### src/rtl/pu_wb_sram_port_arbiter_if.sv
// rtl/pu_wb_sram_port_arbiter_if.sv - PU request/response and WB_SRAM read-port bundle
interface pu_wb_sram_port_arbiter_if #(
   parameter int NUM_PU = 4,
   parameter int ADDR_W = 32,
   parameter int DATA_W = 32
);
   localparam int ID_W = (NUM_PU > 1) ? $clog2(NUM_PU) : 1;

   // PU controller side
   logic [NUM_PU-1:0]        pu_read;
   logic [NUM_PU*ADDR_W-1:0] pu_address;
   logic [NUM_PU-1:0]        pu_ready;
   logic [DATA_W-1:0]        pu_data;

   // Shared SRAM read port
   logic                     WB_SRAM_read;
   logic [ADDR_W-1:0]        WB_SRAM_address;
   logic                     WB_SRAM_ready;
   logic [DATA_W-1:0]        WB_SRAM_data;

   // Status
   logic [ID_W-1:0]          grant_id;
   logic                     timeout_err;

   // Arbiter view
   modport master (
      input  pu_read, pu_address, WB_SRAM_ready, WB_SRAM_data,
      output pu_ready, pu_data, WB_SRAM_read, WB_SRAM_address, grant_id, timeout_err
   );

   // PU controllers and SRAM view
   modport slave (
      output pu_read, pu_address, WB_SRAM_ready, WB_SRAM_data,
      input  pu_ready, pu_data, WB_SRAM_read, WB_SRAM_address, grant_id, timeout_err
   );
endinterface

### src/rtl/pu_wb_sram_port_arbiter.sv
// rtl/pu_wb_sram_port_arbiter.sv - round-robin sharing of one WB_SRAM read port among PU controllers
module pu_wb_sram_port_arbiter #(
   parameter int NUM_PU  = 4,
   parameter int ADDR_W  = 32,
   parameter int DATA_W  = 32,
   parameter int TIMEOUT = 255
) (
   input  logic clock,
   input  logic reset,
   pu_wb_sram_port_arbiter_if.master bus
);
   localparam int ID_W   = (NUM_PU > 1) ? $clog2(NUM_PU) : 1;
   localparam int WDOG_W = 8;
   localparam logic [WDOG_W-1:0] WDOG_MAX = WDOG_W'(TIMEOUT);

   typedef enum logic [1:0] {IDLE, ISSUE, RESP} state_t;

   state_t             state_q, state_d;
   logic [ID_W-1:0]    rr_q, rr_d;
   logic [ID_W-1:0]    grant_q, grant_d;
   logic [ID_W-1:0]    pick_id, scan_idx;
   logic               pick_found;
   logic [ADDR_W-1:0]  addr_q, addr_d;
   logic               read_q, read_d;
   logic [NUM_PU-1:0]  ready_q, ready_d;
   logic [DATA_W-1:0]  data_q, data_d;
   logic [WDOG_W-1:0]  wdog_q, wdog_d;
   logic               err_q, err_d;

   // Pick the first requester at or above rr_ptr, wrapping; index arithmetic wraps since NUM_PU is a power of two
   always_comb begin
      pick_found = 1'b0;
      pick_id    = '0;
      scan_idx   = '0;
      for (int k = 0; k < NUM_PU; k++) begin
         scan_idx = rr_q + ID_W'(k);
         if (!pick_found && bus.pu_read[scan_idx]) begin
            pick_found = 1'b1;
            pick_id    = scan_idx;
         end
      end
   end

   // Next state and next registered outputs; pu_ready defaults low so it can only ever pulse
   always_comb begin
      state_d = state_q;
      rr_d    = rr_q;
      grant_d = grant_q;
      addr_d  = addr_q;
      read_d  = read_q;
      ready_d = '0;
      data_d  = data_q;
      wdog_d  = wdog_q;
      err_d   = err_q;
      case (state_q)
         IDLE: begin
            read_d = 1'b0;
            if (pick_found) begin
               state_d = ISSUE;
               grant_d = pick_id;
               rr_d    = pick_id + ID_W'(1);
               addr_d  = bus.pu_address[int'(pick_id)*ADDR_W +: ADDR_W];
               read_d  = 1'b1;
               wdog_d  = '0;
            end
         end
         ISSUE: begin
            read_d = 1'b1;
            if (bus.WB_SRAM_ready) begin
               data_d           = bus.WB_SRAM_data;
               ready_d[grant_q] = 1'b1;
               read_d           = 1'b0;
               state_d          = RESP;
            end else begin
               // Saturating watchdog; the error flag latches once the limit is hit
               if (wdog_q != WDOG_MAX) begin
                  wdog_d = wdog_q + WDOG_W'(1);
               end
               if (wdog_d == WDOG_MAX) begin
                  err_d = 1'b1;
               end
            end
         end
         RESP: begin
            read_d  = 1'b0;
            state_d = IDLE;
         end
         default: begin
            read_d  = 1'b0;
            state_d = IDLE;
         end
      endcase
   end

   // State and output registers; reset abandons any in-flight transaction
   always_ff @(posedge clock or posedge reset) begin
      if (reset) begin
         state_q <= IDLE;
         rr_q    <= '0;
         grant_q <= '0;
         addr_q  <= '0;
         read_q  <= 1'b0;
         ready_q <= '0;
         data_q  <= '0;
         wdog_q  <= '0;
         err_q   <= 1'b0;
      end else begin
         state_q <= state_d;
         rr_q    <= rr_d;
         grant_q <= grant_d;
         addr_q  <= addr_d;
         read_q  <= read_d;
         ready_q <= ready_d;
         data_q  <= data_d;
         wdog_q  <= wdog_d;
         err_q   <= err_d;
      end
   end

   assign bus.pu_ready        = ready_q;
   assign bus.pu_data         = data_q;
   assign bus.WB_SRAM_read    = read_q;
   assign bus.WB_SRAM_address = addr_q;
   assign bus.grant_id        = grant_q;
   assign bus.timeout_err     = err_q;
endmodule
### src/flat_wrapper.sv
// flat-port wrapper written by rule: the top's interface ports become plain ports
module pu_wb_sram_port_arbiter_flat 
#(
   parameter int NUM_PU  = 4,
   parameter int ADDR_W  = 32,
   parameter int DATA_W  = 32,
   parameter int TIMEOUT = 255
)
  (clock, reset, bus_pu_read, bus_pu_address, bus_WB_SRAM_ready, bus_WB_SRAM_data, bus_pu_ready, bus_pu_data, bus_WB_SRAM_read, bus_WB_SRAM_address, bus_grant_id, bus_timeout_err);
  pu_wb_sram_port_arbiter_if #(.NUM_PU(NUM_PU), .ADDR_W(ADDR_W), .DATA_W(DATA_W)) bus_i ();
  input  logic clock;
  input  logic reset;
  input wire logic [$bits(bus_i.pu_read)-1:0] bus_pu_read;
  input wire logic [$bits(bus_i.pu_address)-1:0] bus_pu_address;
  input wire logic [$bits(bus_i.WB_SRAM_ready)-1:0] bus_WB_SRAM_ready;
  input wire logic [$bits(bus_i.WB_SRAM_data)-1:0] bus_WB_SRAM_data;
  output wire logic [$bits(bus_i.pu_ready)-1:0] bus_pu_ready;
  output wire logic [$bits(bus_i.pu_data)-1:0] bus_pu_data;
  output wire logic [$bits(bus_i.WB_SRAM_read)-1:0] bus_WB_SRAM_read;
  output wire logic [$bits(bus_i.WB_SRAM_address)-1:0] bus_WB_SRAM_address;
  output wire logic [$bits(bus_i.grant_id)-1:0] bus_grant_id;
  output wire logic [$bits(bus_i.timeout_err)-1:0] bus_timeout_err;
  assign bus_i.pu_read = bus_pu_read;
  assign bus_i.pu_address = bus_pu_address;
  assign bus_i.WB_SRAM_ready = bus_WB_SRAM_ready;
  assign bus_i.WB_SRAM_data = bus_WB_SRAM_data;
  assign bus_pu_ready = bus_i.pu_ready;
  assign bus_pu_data = bus_i.pu_data;
  assign bus_WB_SRAM_read = bus_i.WB_SRAM_read;
  assign bus_WB_SRAM_address = bus_i.WB_SRAM_address;
  assign bus_grant_id = bus_i.grant_id;
  assign bus_timeout_err = bus_i.timeout_err;
  pu_wb_sram_port_arbiter #(.NUM_PU(NUM_PU), .ADDR_W(ADDR_W), .DATA_W(DATA_W), .TIMEOUT(TIMEOUT)) u_core (.clock(clock), .reset(reset), .bus(bus_i));
endmodule
### config.mk
export PLATFORM = sky130hd
export DESIGN_NAME = pu_wb_sram_port_arbiter_flat
export DESIGN_NICKNAME = d
export VERILOG_FILES = /design/src/rtl/pu_wb_sram_port_arbiter_if.sv /design/src/rtl/pu_wb_sram_port_arbiter.sv /design/src/flat_wrapper.sv
export SDC_FILE = /design/constraint.sdc
export NUM_CORES = 1
export LEC_CHECK = 0
export BUFFER_PORTS_ARGS = -buffer_cell sky130_fd_sc_hd__buf_2
export CORE_ASPECT_RATIO = 0.5
export CORE_UTILIZATION = 45
export CTS_CLUSTER_DIAMETER = 200
export DETAILED_ROUTE_END_ITERATION = 8
export GPL_TIMING_DRIVEN = 1
export PLACE_DENSITY_LB_ADDON = 0.1
export SLEW_MARGIN = 20
export SYNTH_ARGS = -nofsm -noshare
export SYNTH_HDL_FRONTEND = slang
export SYNTH_SLANG_ARGS = --single-unit
### constraint.sdc
create_clock -name clock -period 5.9 [get_ports clock]
set_clock_uncertainty 0.05 [all_clocks]
set_input_delay 0.295 -clock clock [delete_from_list [all_inputs] [get_ports clock]]
set_output_delay 0.295 -clock clock [all_outputs]
set_load 0.05 [all_outputs]
==> results.cfg, run 1 <==
[sta]
finalSetupViolCount = 0
rsz0062_at_grt = false
clock.fmax_ghz = 0.4471
finalCriticalPeriod_ps = 2236
maxSlewViolCount = 0
fin_crit_sh = 0.3791
worstMarginPinSlew_ps = 774.3
hold_viol_final = 0
tns_ps = 0
slew_headroom = 0.4838

[detailed_routing]
vias = 3643
wl_met2_um = 5251
wl_met1_um = 4703
via_per_inst = 5.160
drt_iter0_markers = 220
ant_nets = 0
wire_per_inst_um = 15.51
top_layer = met4
firstDrtPassIters = 6
drc = 12
wl_um = 10950
wl_met3_um = 766

[floorplanning]
die_h_um = 70.39
rows = 24
die_area_um2 = 9767
die_x_um = 138.8
io_pins = 239
start_util = 0.4735
core_um2 = 8889

[power]
netSwitchingPower_w = 0.001745
vdd_ir_drop_max_uv = 357.7
p_int_w = 0.001720
power.share.clock = 0.161
swShare = 0.5036
power_density_nw_per_um2 = 607.8
pwr-share-comb = 0.556
seqPwrFrac = 0.284
p_leak_nw = 3.001

[finish]
area_growth_pct = 35.43
final_nets = 752
fillers = 745
diodes = 0
fin_cells = 706
drive_above_1_share = 0.4873

[setup_path]
critPathMaxStageDelay_ps = 490
crit_chain = mux2i_1 -> nor2_1 -> nor3_4 -> buf_4 -> mux2i_1 -> o221ai_1
cp-start-kind = register
crit_path_top_delay_cell = dfrtp_1
cp_top_family = multiplexers
crit_type = reg2reg
cp_common_cell = mux2i_1
critPathRequiredTime_ps = 6030
worstSetupEndpointType = register
cp.arrival_ps = 2360
path_max_fanout = 31
worst-path-buf-inv = 1

[logic_synthesis]
ys.flop_type = dfrtp_1
synth.net_count = 519
netlist_area_um2 = 4209
ys_types = 46
syn_inst = 351
synth.avg_cell_area_um2 = 11.99
yosysTopAreaCellShare = 0.4994
seq_area_frac_synth = 0.4994
synth-async-reset-ratio = 1.000
synth-seq-cells = 84
yosys_warnings = 0
synth-edff-count = 0
synthTopCellsByArea = dfrtp_1 50%, mux2i_1 16%, o221ai_1 6.7%
yosys-top-cells-count = 84 x dfrtp_1, 66 x mux2i_1, 49 x nand2_1
synth_most_common_cell = dfrtp_1
synth_top_area_cell = dfrtp_1

[clock_tree]
cts_inserted_buffers = 9
clk_pin_slew_ps = 60
htree_num_levels = 3
cts_max_path_buffers = 2
insertion_delay_ps = 330
cts-resized-gates = 0
post_cts_buffers = 0
cts_tree = done
numClockSinks = 84
cts_root_buf = clkbuf_16

[placement]
hpwl_um = 7840
gp_congestion = 0.8029
numPlacedInstances = 689
io_buffers = 238

[run_status]
violations = DRC
status = finished, violations left

[grt]
grt-ovfl-total = 0
grt_first_pass_wirelength_um = 17720
grt_antenna_before_repair = 0
grt_max_degree = 61
grt_usage = 0.2319
grt_pass1_vias = 3622

[run]
maxCapViolations = 0

[worst_hold_path]
hold_class = in2reg
repair_timing:
action	4_1_cts	5_1_grt
hold buffers	1	0
hold endpoints to repair	24	0
setup endpoints to repair	0	0
layer usage:
layer | vias up | GRT usage
met3 | 20 | 0.06173
met5 | - | 0
met2 | 127 | 0.3850
met4 | 0 | 0.08395
met1 | 1725 | 0.2936
li1 | 1771 | -
worst reg2reg max path: cells and delay by family, from the launching register on:
kind / cells / cell delay (ps)
compound gates: 1 / 170
buf+inv: 1 / 450
flops: 1 / 490
mux: 2 / 610
simple gates: 2 / 320
power groups by stage:
stage / Sequential (W) / Clock [W] / Combinational, W
2_1_floorplan: 0.00179 / 0 / 0.000738
3_3_place_gp: 0.000985 / 0 / 0.00191
3_5_place_dp: 0.000986 / 0 / 0.00194
4_1_cts: 0.000981 / 0.000574 / 0.00194
5_1_grt: 0.00101 / 0.000594 / 0.00204
6_report: 0.000982 / 0.000557 / 0.00193
final cells by class:
type                       count  area (µm²)  area share
clock buffer                  11       232.7     0.04083
multi-input combinational    241        1902      0.3336
inverter                       4       16.27    0.002853
tap                          117       146.4     0.02568
clock inverter                 5       62.56     0.01097
sequential                    84        2102      0.3687
timing repair buffer         244        1239      0.2173
flip-flops by register name, indices dropped and copies added, names as in the netlist:
register,flops
u_core.rr_q,2
u_core.bus.timeout_err,1
u_core.wdog_q,8
u_core.bus.WB_SRAM_read,1
u_core.state_q,2
u_core.bus.pu_ready,4
u_core.bus.pu_data,32
u_core.bus.grant_id,2
u_core.bus.WB_SRAM_address,32
stage by stage:
step           power, W  setup WS, ps  hold WS, ps  utilization  instance area, µm²
2_1_floorplan  0.002533          3390        379.7            -                4209
4_1_cts        0.003497          3523        106.3       0.6410                5698
5_1_grt        0.003648          3555        112.9       0.6413                5700
3_5_place_dp   0.002926          3539        251.2       0.6067                5393
3_3_place_gp   0.002897          3634        251.0       0.6067                5393
6_report       0.003465          3664        121.7       0.6413                5700
cell families (layout without fill, tap and decap cells):
kind of cell | count (synthesis) | count (layout) | synth area share
AO/OA/AOI/OAI | 62 | 62 | 0.1142
XOR/XNOR | 2 | 2 | 0.004162
adder cells (fa/ha/maj) | 1 | 1 | 0.002972
buffers and inverters | 26 | 264 | 0.05083
flip-flops | 84 | 84 | 0.4994
multiplexers | 98 | 98 | 0.2426
AND/OR/NAND/NOR | 78 | 78 | 0.08592
worst paths after layout:
path | from | endpoint | slack [ps] | cells past startpoint
setup / recovery | u_core.rr_q[1]$_DFFE_PP0P_ | u_core.bus.WB_SRAM_address[25]$_DFFE_PP0P_ | 3660 | 6
hold / removal | bus_WB_SRAM_data[25] | u_core.bus.pu_data[25]$_DFFE_PP0P_ | 120 | 2
setup reg to reg | u_core.rr_q[1]$_DFFE_PP0P_ | u_core.bus.WB_SRAM_address[25]$_DFFE_PP0P_ | 3660 | 6
hold reg to reg | u_core.bus.WB_SRAM_address[4]$_DFFE_PP0P_ | u_core.bus.WB_SRAM_address[4]$_DFFE_PP0P_ | 430 | 2
max in group asynchronous | reset | u_core.wdog_q[4]$_DFFE_PP0P_ | 4240 | 4
min in group asynchronous | reset | u_core.bus.pu_data[12]$_DFFE_PP0P_ | 440 | 3
cells in the final DEF (no fill, tap or decap), types with 2 or more instances in the layout:
cell type / count
and3_1: 3
clkbuf_1: 2
o21a_1: 2
nor3b_1: 2
clkbuf_16: 9
buf_4: 5
mux2_1: 10
nand2_1: 48
buf_2: 238
a31oi_1: 3
nor2_1: 7
o21ai_0: 2
dfrtp_1: 84
inv_1: 2
nand2b_1: 3
mux2i_1: 66
clkinvlp_4: 2
clkinv_4: 2
a21oi_1: 7
mux2_2: 22
nand3_1: 5
xor2_1: 2
o21ai_1: 4
o221ai_1: 31
Power figures use the tool's default switching activity.
==> inputs of run 2 (changes only) <==
Settings changed: CORE_UTILIZATION 45 to 44.
Clock period 5.9 ns to 2.3 ns, I/O delays scaled along.
==> run 2 against run 1 <==
The run now ends clean. Critical path type unchanged. Worst setup slack got worse by 3300 ps. Critical path depth unchanged. Hold slack got worse by 78 ps. First-iteration DRC count decreased by 15%. Flip-flop and latch count unchanged. Core utilization increased by 4.1 points. Register-to-register slack got worse by 3300 ps.
==> results.cfg, run 2 (synthesized netlist as in run 1, its figures left out) <==
[run_status]
status = finished clean

[finish]
design_area_um2 = 6126
utilization = 0.6823
final_nets = 792
diodes = 0
final_cell_mix = 238 x buf_2, 84 x dfrtp_1, 66 x mux2i_1
final_common_cell = buf_2
drive_above_1_share = 0.4690
area_growth_pct = 45.54
fillers = 718

[sta]
clock.fmax_ghz = 0.5137
slew_headroom = 0.5266
hold_viol_final = 0
rsz0062_at_grt = false
worstMarginPinSlew_ps = 710.1
fin_crit_sh = 0.8464
maxSlewViolCount = 0
tns_ps = 0
finalCriticalPeriod_ps = 1947
timing.final.ws_setup_ps = 353.4
finalSetupViolCount = 0

[detailed_routing]
wire_per_inst_um = 15.90
wl_um = 11860
via_per_inst = 5.113
drc = 0
firstDrtPassIters = 4
drt_iter0_markers = 186
vias = 3814
ant_nets = 0

[grt]
grt_use_met3 = 0.06770
grt_util_met2 = 0.4278
grt_max_degree = 34
grt_pass1_vias = 3885
use_met1 = 0.3057
top_usage_layer = met2
grt-ovfl-total = 0
grt_usage = 0.2457
grt_first_pass_wirelength_um = 19040
grt_antenna_before_repair = 1

[clock_tree]
cts_tree = done
insertion_delay_ps = 330
htree_num_levels = 3
cts_max_path_buffers = 2
cts_root_buf = clkbuf_16
numClockSinks = 84
cts_inserted_buffers = 9
clk_pin_slew_ps = 60

[setup_path]
startpoint = u_core.rr_q[1]$_DFFE_PP0P_
critPathMaxStageDelay_ps = 460
cp-start-kind = register
path_max_fanout = 33
crit_chain = mux2i_1 -> nor2_1 -> nor3_4 -> buf_12 -> mux2i_1 -> o221ai_1
crit_path_top_delay_cell = dfrtp_1
worstSetupEndpointType = register
cp.arrival_ps = 2070
cp_common_cell = mux2i_1
worst_r2r_startpoint = u_core.rr_q[1]$_DFFE_PP0P_
critPathRequiredTime_ps = 2430
crit_type = reg2reg

[worst_hold_path]
min_from = bus_pu_address[7]
hold_class = in2reg

[floorplanning]
io_pins = 239
die_x_um = 140.3
core_um2 = 8979
start_util = 0.4688
die_area_um2 = 9985
rows = 24
die_h_um = 71.16

[power]
power_density_nw_per_um2 = 1474
power.total_w = 0.009032
vdd_ir_drop_max_uv = 1077
p_leak_nw = 3.188

[run]
maxCapViolations = 0

[placement]
io_buffers = 238
hpwl_um = 8446
preCtsSetupSlack_ps = 350.2
placed_area_um2 = 5505
gp_congestion = 0.8041
-- run 2: changes by cell type in the layout (fill, tap and decap cells not counted), moves of 2 or more --
cell	previous run	this run
buf_4	5	9
clkbuf_8	0	2
buf_12	0	4
dlygate4sd3_1	1	33
-- run 2: path summary, 6_finish.rpt --
check | to | slack, ps | cells past startpoint
worst min-delay path | u_core.bus.WB_SRAM_address[7]$_DFFE_PP0P_ | 40 | 3
worst max-delay path | u_core.bus.WB_SRAM_address[2]$_DFFE_PP0P_ | 350 | 6
worst min register to register | u_core.bus.timeout_err$_DFFE_PP0P_ | 410 | 1
min in group asynchronous | u_core.bus.pu_data[9]$_DFFE_PP0P_ | 340 | 3
max in group asynchronous | u_core.bus.pu_data[6]$_DFFE_PP0P_ | 1240 | 4
worst max register to register | u_core.bus.WB_SRAM_address[2]$_DFFE_PP0P_ | 350 | 6
-- run 2: per-stage QoR --
step | hold slack [ps] | cells
finish | 43.66 | 746
global route | 38.60 | 746
CTS | 37.21 | 746
detailed placement | 140.0 | 697
global placement | 132.5 | 697
floorplan | 199.7 | 351
-- run 2: final cells by class --
type / instances / area, µm² / share of cell area
Multi-Input combinational cell: 241 / 1899 / 0.3100
Sequential cell: 84 / 2102 / 0.3431
Clock inverter: 4 / 33.78 / 0.005515
Clock buffer: 12 / 256.5 / 0.04187
Tap cell: 117 / 146.4 / 0.02390
Timing Repair Buffer: 284 / 1669 / 0.2725
Inverter: 4 / 18.77 / 0.003064
-- run 2: critical path, delay by kind of cell (launching register included) --
| family | cells | cell delay (ps) |
|---|---|---|
| mux | 2 | 450 |
| flops | 1 | 460 |
| buf+inv | 1 | 280 |
| compound gates | 1 | 150 |
| simple gates | 2 | 390 |
-- run 2: power by group --
group          switching, W  internal [W]
Sequential         0.000384       0.00214
Combinational       0.00356       0.00156
Clock              0.000588      0.000797
-- run 2: timing repair --
| action | CTS | global route |
|---|---|---|
| buffers inserted | 0 | 0 |
| hold buffers | 33 | 0 |
| gates resized for setup | 0 | 0 |
| endpoints found under the hold margin | 53 | 0 |
-- run 2: per-layer routing --
| layer | part of all wire | wire [µm] | vias up |
|---|---|---|---|
| li1 | - | - | 1865 |
| met1 | 0.43 | 5086 | 1799 |
| met2 | 0.50 | 5875 | 131 |
| met3 | 0.063 | 746 | 19 |
| met4 | 0.013 | 152 | 0 |
| met5 | 0 | 0 | - |
==> inputs of run 3 (changes only) <==
Settings changed: ABC_AREA from default to 1, CORE_UTILIZATION 44 to 43.
Clock period 2.3 ns to 1.7 ns, I/O delays scaled along.
==> run 3 against run 2 <==
The flow now finishes with violations (setup timing). First-iteration DRC count up 110%. Clock power up 42%. Combinational power rose to 2.8 times the previous value. Via count up 65%. Highest routed layer unchanged. Critical endpoint is now u_core.bus.WB_SRAM_address[29]$_DFFE_PP0P_.
==> results.cfg, run 3 <==
[run_status]
status = finished, violations left
violations = setup timing

[logic_synthesis]
ys_types = 28
synth.net_count = 988
ys.flop_type = dfrtp_1
synth-async-reset-ratio = 1.000
syn_inst = 820
synth-edff-count = 0
yosysTopAreaCellShare = 0.3934
netlist_area_um2 = 5344
seq_area_frac_synth = 0.3934
yosys-top-cells-count = 338 x nand2_1, 149 x inv_1, 84 x dfrtp_1, 84 x nand3_1, 67 x nand4_1
synthTopCellsByArea = dfrtp_1 39%, nand2_1 24%, inv_1 10%
synth-seq-cells = 84
synth_top_area_cell = dfrtp_1
yosys_warnings = 0
synth_most_common_cell = nand2_1
synth.avg_cell_area_um2 = 6.517

[placement]
io_buffers = 238
numPlacedInstances = 1216
preCtsSetupSlack_ps = -324.7
hpwl_um = 11740
gp_congestion = 0.8989

[sta]
rsz0062_at_grt = true
finalCriticalPeriod_ps = 2015
worstMarginPinSlew_ps = 502.7
whs_ps = 86.44
finalSetupViolCount = 46
maxSlewViolCount = 0
fin_crit_sh = 1.185
clock.fmax_ghz = 0.4962
tns_ps = -11420
slew_headroom = 0.6605
hold_viol_final = 0
timing.final.ws_setup_ps = -315.2

[worst_hold_path]
hold_class = in2reg
min_from = bus_pu_address[10]
hold-path-endpoint = u_core.bus.WB_SRAM_address[10]$_DFFE_PP0P_
hold_depth = 7

[clock_tree]
htree_num_levels = 3
insertion_delay_ps = 330
cts_root_buf = clkbuf_16
cts_max_path_buffers = 2
clk_pin_slew_ps = 70
cts_inserted_buffers = 9
cts_tree = done
numClockSinks = 84

[detailed_routing]
ant_nets = 0
wire_per_inst_um = 13.68
wl_um = 17390
vias = 6277
drt_iter0_markers = 399
drc = 0
via_per_inst = 4.939
firstDrtPassIters = 5

[run]
maxCapViolations = 0

[grt]
grt_usage = 0.2752
grt_first_pass_wirelength_um = 28480
grt_max_degree = 42
grt_pass1_vias = 5715
grt_antenna_before_repair = 0
grt-ovfl-total = 0

[floorplanning]
die_x_um = 159.7
rows = 28
io_pins = 239
die_area_um2 = 12900
die_h_um = 80.83
start_util = 0.4473
core_um2 = 11950

[finish]
final_cell_mix = 317 x nand2_1, 238 x buf_2, 146 x inv_1
final_nets = 1269
regArea_um2 = 2102
fin_cells = 1271
final_common_cell = nand2_1
diodes = 0
drive_above_1_share = 0.3183
multiInputGateArea_um2 = 2565
fillers = 1065
area_growth_pct = 47.62

[setup_path]
critPathMaxStageDelay_ps = 390
cp_top_family = simple AND/OR/NAND/NOR gates
crit_type = reg2reg
critPathRequiredTime_ps = 1920
crit_chain = buf_12 -> inv_8 -> nand2_2 -> nand3_2 -> nand2_2 -> nand2_4 -> nand2_2 -> nand2_4 -> nand3_4 -> buf_12 -> nand2_1 -> nand3_2 -> nand2_1 -> nand2_1 -> nand2_1
crit_path_top_delay_cell = dfrtp_1
cp_common_cell = nand2_1
timing.rr.end = u_core.bus.WB_SRAM_address[29]$_DFFE_PP0P_
cp-start-kind = register
worstSetupEndpointType = register
path_max_fanout = 17
worst-path-buf-inv = 3
rrSetupSlack_ps = -320
cp.arrival_ps = 2240
cp.depth = 15
worst_r2r_startpoint = u_core.rr_q[0]$_DFFE_PP0P_
r2r_cells = 15

[power]
vdd_ir_drop_max_uv = 1598
p_leak_nw = 4.794
power_density_nw_per_um2 = 2520
power.total_w = 0.01988
==> run 3: per-layer routing <==
layer  vias to the layer above  GRT usage  wire (µm)
met4                         0    0.06250        239
met3                        24    0.05260       1254
met2                       278     0.4686       8162
li1                       3093          -          -
met5                         -          0          0
met1                      2882     0.3668       7733
==> run 3: cell families after synthesis <==
logic type               share of synthesized area
AND/OR/NAND/NOR                             0.4149
buffers and inverters                       0.1630
flip-flops                                  0.3934
AO/OA/AOI/OAI                              0.02154
XOR/XNOR                                  0.004918
adder cells (fa/ha/maj)                   0.002341
==> run 3: what timing repair did <==
| action | CTS | global route |
|---|---|---|
| resized for setup | 38 | 16 |
| setup endpoints to repair | 47 | 47 |
| hold buffers | 33 | 0 |
| setup buffers | 3 | 1 |
| pin swaps | 1 | 4 |
| hold endpoints to repair | 49 | 0 |
| cloned | 2 | 0 |
==> run 3: worst max path at each step <==
| stage | from | to | slack, ps |
|---|---|---|---|
| after floorplan | u_core.rr_q[0]$_DFFE_PP0P_ | u_core.bus.WB_SRAM_address[10]$_DFFE_PP0P_ | -60 |
| after global placement | u_core.rr_q[0]$_DFFE_PP0P_ | u_core.bus.WB_SRAM_address[26]$_DFFE_PP0P_ | -260 |
| after detailed placement | u_core.rr_q[0]$_DFFE_PP0P_ | u_core.bus.WB_SRAM_address[13]$_DFFE_PP0P_ | -320 |
| after CTS | u_core.rr_q[0]$_DFFE_PP0P_ | u_core.bus.WB_SRAM_address[21]$_DFFE_PP0P_ | -250 |
| final | u_core.rr_q[0]$_DFFE_PP0P_ | u_core.bus.WB_SRAM_address[29]$_DFFE_PP0P_ | -320 |
| after global routing | u_core.rr_q[0]$_DFFE_PP0P_ | u_core.bus.WB_SRAM_address[16]$_DFFE_PP0P_ | -440 |
==> run 3: report_power, final <==
group          leakage, nW  switching (W)  internal [W]
clock network        0.144       0.000828       0.00115
logic                 3.59        0.00952       0.00495
registers             1.06       0.000511       0.00292
total                 4.79         0.0109       0.00902
==> run 3: area by class of cell <==
type                       instances  share of cell area
timing repair buffer             319              0.2687
tap                              165             0.02617
inverter                         155             0.07581
sequential                        84              0.2665
clock buffer                      10             0.02902
clock inverter                     6            0.008723
multi-input combinational        532              0.3251
==> run 3: metrics by stage <==
stage	area, µm²	utilization
after detailed placement	6969	0.5834
after floorplan	5390	-
final	7889	0.6603
after global routing	7889	0.6603
after global placement	6969	0.5834
after CTS	7825	0.6550
==> run 3: worst min-delay path: cells and delay by family <==
family / cells / cell delay [ps]
and+or+nand+nor: 5 / 260
buffers and inverters: 2 / 100
